File: src/rtl/seg_scan_decoder.sv
`default_nettype none
// ============================================================================
// Module   : seg_scan_decoder
// Purpose  : Receive-side monitor for a multiplexed, active-low seven-segment
//            display bus. Rebuilds the four BCD digits being scanned out,
//            debounces scan transitions, checks every glyph and flags a
//            stalled scan.
// Ports    : clk           - rising-edge clock
//            reset         - synchronous, active-low
//            an[3:0]       - anode enables, active-low (an[3] = MS digit)
//            digit[7:0]    - segments, active-low {dp,g,f,e,d,c,b,a}
//            bcd_out[15:0] - last complete frame {d3,d2,d1,d0}
//            frame_valid   - 1-cycle pulse when bcd_out updates
//            frame_changed - 1-cycle pulse with frame_valid when value differs
//            glyph_err     - frame held an invalid glyph (held to next frame)
//            stalled       - timeout counter saturated
// Revision : 1.0 - initial release
// ============================================================================
module seg_scan_decoder #(
    parameter int SETTLE_CYCLES  = 4,
    parameter int TIMEOUT_CYCLES = 1000000
) (
    input  logic        clk,
    input  logic        reset,
    input  logic [3:0]  an,
    input  logic [7:0]  digit,
    output logic [15:0] bcd_out,
    output logic        frame_valid,
    output logic        frame_changed,
    output logic        glyph_err,
    output logic        stalled
);

    localparam int c_CNT_W = $clog2(SETTLE_CYCLES + 1);
    localparam int c_TMO_W = $clog2(TIMEOUT_CYCLES + 1);
    localparam logic [c_CNT_W-1:0] c_SETTLE  = c_CNT_W'(SETTLE_CYCLES);
    localparam logic [c_CNT_W-1:0] c_CNT_ONE = c_CNT_W'(1);
    localparam logic [c_TMO_W-1:0] c_TMO_MAX = c_TMO_W'(TIMEOUT_CYCLES);
    localparam logic [c_TMO_W-1:0] c_TMO_ONE = c_TMO_W'(1);

    typedef enum logic [1:0] {
        ST_WAIT   = 2'd0,
        ST_SETTLE = 2'd1,
        ST_HELD   = 2'd2
    } state_t;

    // Input register plus one-cycle history for change detection.
    // The decimal point never takes part in decoding or debouncing.
    logic [3:0]         r_an;
    logic [6:0]         r_seg;
    logic [3:0]         r_an_prev;
    logic [6:0]         r_seg_prev;
    logic               w_unused_dp;

    state_t             r_state;
    state_t             w_state_nxt;
    logic [c_CNT_W-1:0] r_cnt;
    logic [c_CNT_W-1:0] w_cnt_nxt;
    logic               w_capture;

    logic               w_legal;
    logic [1:0]         w_sel;
    logic               w_changed;
    logic [3:0]         w_glyph;

    logic [15:0]        r_slots;
    logic [3:0]         r_mask;
    logic               r_pend;
    logic [3:0]         w_mask_nxt;
    logic               w_pend_nxt;
    logic               w_any_bad;

    logic [15:0]        r_bcd;
    logic               r_fv;
    logic               r_fc;
    logic               r_ge;
    logic [c_TMO_W-1:0] r_tmo;

    assign w_unused_dp = digit[7];
    assign w_changed   = (r_an != r_an_prev) || (r_seg != r_seg_prev);

    // A legal select has exactly one anode low; it also names the slot.
    always_comb begin
        w_legal = 1'b1;
        w_sel   = 2'd0;
        case (r_an)
            4'b1110: w_sel = 2'd0;
            4'b1101: w_sel = 2'd1;
            4'b1011: w_sel = 2'd2;
            4'b0111: w_sel = 2'd3;
            default: w_legal = 1'b0;
        endcase
    end

    always_comb begin
        case (r_seg)
            7'h40:   w_glyph = 4'd0;
            7'h79:   w_glyph = 4'd1;
            7'h24:   w_glyph = 4'd2;
            7'h30:   w_glyph = 4'd3;
            7'h19:   w_glyph = 4'd4;
            7'h12:   w_glyph = 4'd5;
            7'h02:   w_glyph = 4'd6;
            7'h78:   w_glyph = 4'd7;
            7'h00:   w_glyph = 4'd8;
            7'h10:   w_glyph = 4'd9;
            default: w_glyph = 4'hF;
        endcase
    end

    // Debounce FSM. The counter holds the length of the current run of
    // identical legal samples; a capture fires the cycle it reaches
    // SETTLE_CYCLES, and HELD prevents re-capturing the same run.
    always_comb begin
        w_state_nxt = r_state;
        w_cnt_nxt   = r_cnt;
        w_capture   = 1'b0;
        case (r_state)
            ST_WAIT: begin
                if (w_legal) begin
                    w_cnt_nxt   = c_CNT_ONE;
                    w_state_nxt = ST_SETTLE;
                end
            end
            ST_SETTLE: begin
                if (!w_legal) begin
                    w_cnt_nxt   = '0;
                    w_state_nxt = ST_WAIT;
                end else if (w_changed) begin
                    w_cnt_nxt = c_CNT_ONE;
                end else begin
                    w_cnt_nxt = r_cnt + c_CNT_ONE;
                end
            end
            ST_HELD: begin
                if (w_changed) begin
                    if (w_legal) begin
                        w_cnt_nxt   = c_CNT_ONE;
                        w_state_nxt = ST_SETTLE;
                    end else begin
                        w_cnt_nxt   = '0;
                        w_state_nxt = ST_WAIT;
                    end
                end
            end
            default: begin
                w_cnt_nxt   = '0;
                w_state_nxt = ST_WAIT;
            end
        endcase
        if ((w_state_nxt == ST_SETTLE) && (w_cnt_nxt == c_SETTLE)) begin
            w_capture   = 1'b1;
            w_state_nxt = ST_HELD;
        end
    end

    // Frame completion clears the mask first; a capture in the same cycle
    // then sets its own bit on top of the cleared mask.
    always_comb begin
        w_mask_nxt = r_pend ? 4'b0000 : r_mask;
        if (w_capture) begin
            w_mask_nxt[w_sel] = 1'b1;
        end
        w_pend_nxt = w_capture && (w_mask_nxt == 4'b1111);
    end

    assign w_any_bad = (r_slots[3:0]   == 4'hF) || (r_slots[7:4]   == 4'hF) ||
                       (r_slots[11:8]  == 4'hF) || (r_slots[15:12] == 4'hF);

    always_ff @(posedge clk) begin
        if (!reset) begin
            r_an       <= 4'hF;
            r_seg      <= 7'h7F;
            r_an_prev  <= 4'hF;
            r_seg_prev <= 7'h7F;
            r_state    <= ST_WAIT;
            r_cnt      <= '0;
            r_slots    <= '0;
            r_mask     <= 4'b0000;
            r_pend     <= 1'b0;
            r_bcd      <= '0;
            r_fv       <= 1'b0;
            r_fc       <= 1'b0;
            r_ge       <= 1'b0;
            r_tmo      <= '0;
        end else begin
            r_an       <= an;
            r_seg      <= digit[6:0];
            r_an_prev  <= r_an;
            r_seg_prev <= r_seg;
            r_state    <= w_state_nxt;
            r_cnt      <= w_cnt_nxt;
            r_mask     <= w_mask_nxt;
            r_pend     <= w_pend_nxt;
            if (w_capture) begin
                r_slots[{w_sel, 2'b00} +: 4] <= w_glyph;
            end
            r_fv <= r_pend;
            r_fc <= r_pend && (r_slots != r_bcd);
            if (r_pend) begin
                r_bcd <= r_slots;
                r_ge  <= w_any_bad;
            end
            if (w_capture) begin
                r_tmo <= '0;
            end else if (r_tmo != c_TMO_MAX) begin
                r_tmo <= r_tmo + c_TMO_ONE;
            end
        end
    end

    assign bcd_out       = r_bcd;
    assign frame_valid   = r_fv;
    assign frame_changed = r_fc;
    assign glyph_err     = r_ge;
    assign stalled       = (r_tmo == c_TMO_MAX);

endmodule
`default_nettype wire

File: config.mk
export PLATFORM = sky130hd
export DESIGN_NAME = seg_scan_decoder
export DESIGN_NICKNAME = d
export VERILOG_FILES = /design/src/rtl/seg_scan_decoder.sv
export SDC_FILE = /design/constraint.sdc
export NUM_CORES = 1
export LEC_CHECK = 0
export CAP_MARGIN = 5
export CORE_UTILIZATION = 65
export CTS_BUF_LIST = sky130_fd_sc_hd__clkbuf_4 sky130_fd_sc_hd__clkbuf_8
export DETAILED_ROUTE_END_ITERATION = 7
export PLACE_DENSITY_LB_ADDON = 0.3
export SYNTH_ARGS = -nofsm -noshare
export SYNTH_HDL_FRONTEND = slang
export SYNTH_SLANG_ARGS = --single-unit
File: constraint.sdc
create_clock -name clk -period 5.5 [get_ports clk]
set_input_delay 0.825 -clock clk [delete_from_list [all_inputs] [get_ports clk]]
set_output_delay 0.825 -clock clk [all_outputs]
set_load 0.05 [all_outputs]
# Yosys cells after proc, flatten, opt, wreduce, memory -nomap -nowiden
# Cells that the tools add are included.
# word_totals
regBits,87
latch_bits,0
mem_bits_rw,0
rom_bits,0
input_bits,14
out_inout_bits,20
wordCells,85
memories,0
# classes
addsub,3
multipliers,0
n_div,0
n_lt_le_gt_ge,2
n_eq_ne,27
shift,2
n_mux,21
bitwise_logic,2
reduce_logical,13
# ops
cell,count
one-hot mux 4 bit (10 select lines),1
== test 4 bit (second input constant),8
== test 7 x 5 -> 1 bit (second input constant),3
== test 7 bit (second input constant),3
adder 20 x 1 -> 20 bit (second input constant),1
== test 20 bit (second input constant),1
!= test 20 bit (second input constant),1
bitwise mux 16 bit,1
!= test 16 bit,1
variable shift 4 x 6 -> 16 bit (first input constant),1
indexed part select 4 x 6 -> 16 bit,1
== test 7 x 6 -> 1 bit (second input constant),2
two-way mux 3 bit,4
one-hot mux 2 bit (3 select lines),2
one-hot mux 3 bit (3 select lines),1
two-way mux 2 bit,4
two-way mux 4 bit,2
== test 7 x 2 -> 1 bit (second input constant),1
logical NOT 7 bit,1
!= test 7 bit,1
negator 4 -> 6 bit,1
two-way mux 1 bit,5
== test 2 x 1 -> 1 bit (second input constant),2
== test 4 x 3 -> 1 bit (second input constant),1
14 further kinds,21

# Logic depth before layout (Yosys ltp)
# logic_depth
word_depth,12
ltp_mapped,9
ltp_nobuf,7

# Worst setup path before layout
# No wires, ideal clock.
# synth_path
kind,register to output
start,reg r_tmo[2]
end,out stalled
arrival_ns,2.435
t_required_ns,4.675
setup_slack_ns,2.240
path_stages_with_launch,3
n_path_buf,0
path_cell_list,dfxtp_1 or4b_1 nor4_1
# synth_via
elab_chain_cells,1
# synth_lines
element,line_no,text
from (decl),77,logic [c_TMO_W-1:0] r_tmo;
from (signal assigned),207,r_tmo <= r_tmo + c_TMO_ONE;
== test 20 bit,216,assign stalled = (r_tmo == c_TMO_MAX);
to (decl),31,output logic stalled
# Every way passes these cells.

# Final worst setup path
# Same ends and word-level chain as after synthesis.

==> metrics <==
outcome completed; combinational power share under 10%; CP max stage cell clkdlybuf4s50_1; via count approximately 3200; Clock H-tree levels 3; Worst-Skew Late Latency between 0.3 and 0.4 ns; CP Depth 3; CP endpoint kind primary output; r2r worst-path depth 7; Setup Viol. Count Final 0; Lkg Pwr around 1.7 nW; FF-to-FF End r_slots[3]; number of synthesized flops with an enable pin 0; CP peak stage delay 0.84 ns; Post-Place Cells slightly above 500; Yosys cell types 60; share of total power in sequential cells between 50% and 60%; Commonest cells post-synth 87 x dfxtp_1, 36 x xor2_1, 25 x nand2b_1; hold path start r_mask[3]; layout cell share with drive strength beyond 1 approximately 6.7%; Slew Limit Fails 0; Initial Util approximately two thirds; pin count of the biggest net entering global routing between 60 and 70; Worst Tran Pin Value between 1 and 1.5 ns; PortBufs 32; antenna viol nets, final 0; Main synth FF type dfxtp_1; CP Class register to primary output; 1st-pass router iterations 4; crit path max fanout 7; setup bufs post-CTS 0; DRC Markers 0; Required @ worst endpoint about 4.7 ns; area of the core 6060 um^2; DP Wirelength ~5600 um; Diodes inserted 0; ranking of synthesized cells by area dfxtp_1 42%, xor2_1 7.6%, mux2i_1 4.3%; number of max-cap violations 0; clock share of power between 30% and 40%; Core Rows 28; GRT Overall Usage between 20% and 30%; worst hold path stage count 2; Initial DRC Count 175; reg-to-reg startpoint r_an[2]; Max Fclk 308 MHz; Die H around 82 um; die width roughly 80 um; CP top delay family simple AND/OR/NAND/NOR gates; crit share post-route about three fifths; Power Total 0.00120 W; syn nets 460; WP buf/inv 1; sequential cell area fraction in the yosys report 41.9%; Hold EP r_mask[3]; nets@finish 479; Syn Area/Cell ~9.5 um^2; gpl congestion approximately 0.81; Cell Area, Synth around 4200 um^2; asr flop ratio synth 0%; area delta synth->final 12.5%; R2R setup slack 3.00 ns; first-pass GRT wire length roughly 13000 um; Worst VDD drop between 0.15 and 0.2 mV; clk sinks 87; minimum clock period 3.25 ns; Overflow after GRT 0; DR vias/cell between 6 and 7; Final Hold Fails 0; cell at the root of the clock tree clkbuf_8; number of global-route vias before repair 2893; clock edge transition at the registers on the reported setup and hold paths approximately 0.08 ns; die area ~6700 um^2; initial antenna violation count 0; fill count just over 400; Non-Filler Instances 535; hold crit path type register to register; WL final approximately 8000 um; clk buf depth 2; count leader, synth dfxtp_1; Yosys warning total 0; PD cells about 260 nW/um^2; I/O pin cnt 34; Cells after Synth about 440; post-synth top area share about two fifths; internal power about 0.0009 W; DR WL/cell ~15 um; CP Cell Sequence or4b_1, nor4_1, clkdlybuf4s50_1; clock skew approximately 0.0073 ns; CTS Hold Bufs 0; setup_tns 0 ns; worst rel slew slack around a quarter; Critical Path Start r_tmo[2]; Synth Register Bits 87; Setup crit start kind register; RSZ-0062 raised after global routing no; CP Data Arrival Time ~2.4 ns; reported net switching power roughly 0.00028 W; switching share of power a little under a quarter; CTS tree built; post_cts resized 0; cell taking the most area after synthesis dfxtp_1; TritonCTS Buffers 9
## cell usage in the layout (no fill, tap or decap), types with 7 or more instances in the layout
master | synthesis | final
nand2_1 | 20 | 20
mux2i_1 | 18 | 18
o21ai_1 | 7 | 7
xnor2_1 | 13 | 13
nand3_1 | 13 | 13
nand2b_1 | 25 | 25
xor2_1 | 36 | 36
o211ai_1 | 14 | 14
clkdlybuf4s50_1 | 0 | 31
ha_1 | 10 | 10
o31ai_1 | 8 | 8
clkbuf_8 | 0 | 11
dfxtp_1 | 87 | 87
nor2_1 | 24 | 24
o21ai_0 | 7 | 7
nor2b_1 | 20 | 20
nand4_1 | 16 | 16
## per-stage QoR
step | worst slack [ns] | util (%) | hold WS (ns) | instance area (um^2)
global route | 2.10 | 77.3 | 0.526 | 4680
detailed placement | 2.61 | 73.8 | 0.463 | 4470
finish | 2.25 | 77.3 | 0.478 | 4680
global placement | 2.62 | 73.8 | 0.458 | 4470
CTS | 2.22 | 77.3 | 0.477 | 4680
floorplan | 2.24 | - | 0.447 | 4160
## cell families (layout without fill, tap and decap cells)
kind of cell / Yosys count / after routing / synth area share, %
AO/OA/AOI/OAI: 66 / 66 / 11.6
XOR/XNOR: 49 / 49 / 10.3
adder cells (fa/ha/maj): 10 / 10 / 3.01
buffers and inverters: 32 / 56 / 3.19
flip-flops: 87 / 87 / 41.9
multiplexers: 19 / 19 / 4.60
AND/OR/NAND/NOR: 173 / 173 / 25.4
## cell type report
type,instances,area [um^2],share of cell area (%)
Clock buffer,11,151,3.23
Clock inverter,5,56.3,1.20
Inverter,6,22.5,0.481
Multi-Input combinational cell,317,2290,48.8
Sequential cell,87,1740,37.2
Tap cell,75,93.8,2.00
Timing Repair Buffer,34,330,7.06
## registers in the layout, summed over array words and instances (netlist names)
signal         count
bcd_out           16
frame_changed      1
frame_valid        1
glyph_err          1
r_an               4
r_an_prev          4
r_cnt              3
r_mask             4
r_pend             1
r_seg              7
r_seg_prev         7
r_slots           16
r_state            2
r_tmo             20
## worst max path at each step
stage,to,slack [ns]
global placement,stalled,2.62
global route,stalled,2.10
floorplan,stalled,2.24
CTS,stalled,2.22
detailed placement,stalled,2.61
finish,stalled,2.25
## routing by layer
| metal | global-route usage, % | up-vias | part of all wire [%] |
|---|---|---|---|
| met3 | 5.44 | 12 | 3.4 |
| met1 | 31.0 | 1549 | 44 |
| met2 | 45.5 | 68 | 51 |
| met4 | 9.12 | 0 | 1.5 |
| met5 | 0 | - | 0 |
| li1 | - | 1596 | - |
## power groups by stage
stage,combinational (W),clock [W],sequential [W]
after floorplan,0.0000763,0,0.000662
after global placement,0.0000855,0,0.000671
after detailed placement,0.0000889,0,0.000672
after CTS,0.0000900,0.000459,0.000657
after global routing,0.0000992,0.000482,0.000660
final,0.0000903,0.000451,0.000657
## tightest hold or removal path, stage by stage (launching register included)
cell and delay (ns):
dfxtp_1 0.31, nand3b_1 0.07, o21ai_1 0.06
No activity file was read; power rests on OpenSTA's default activity.
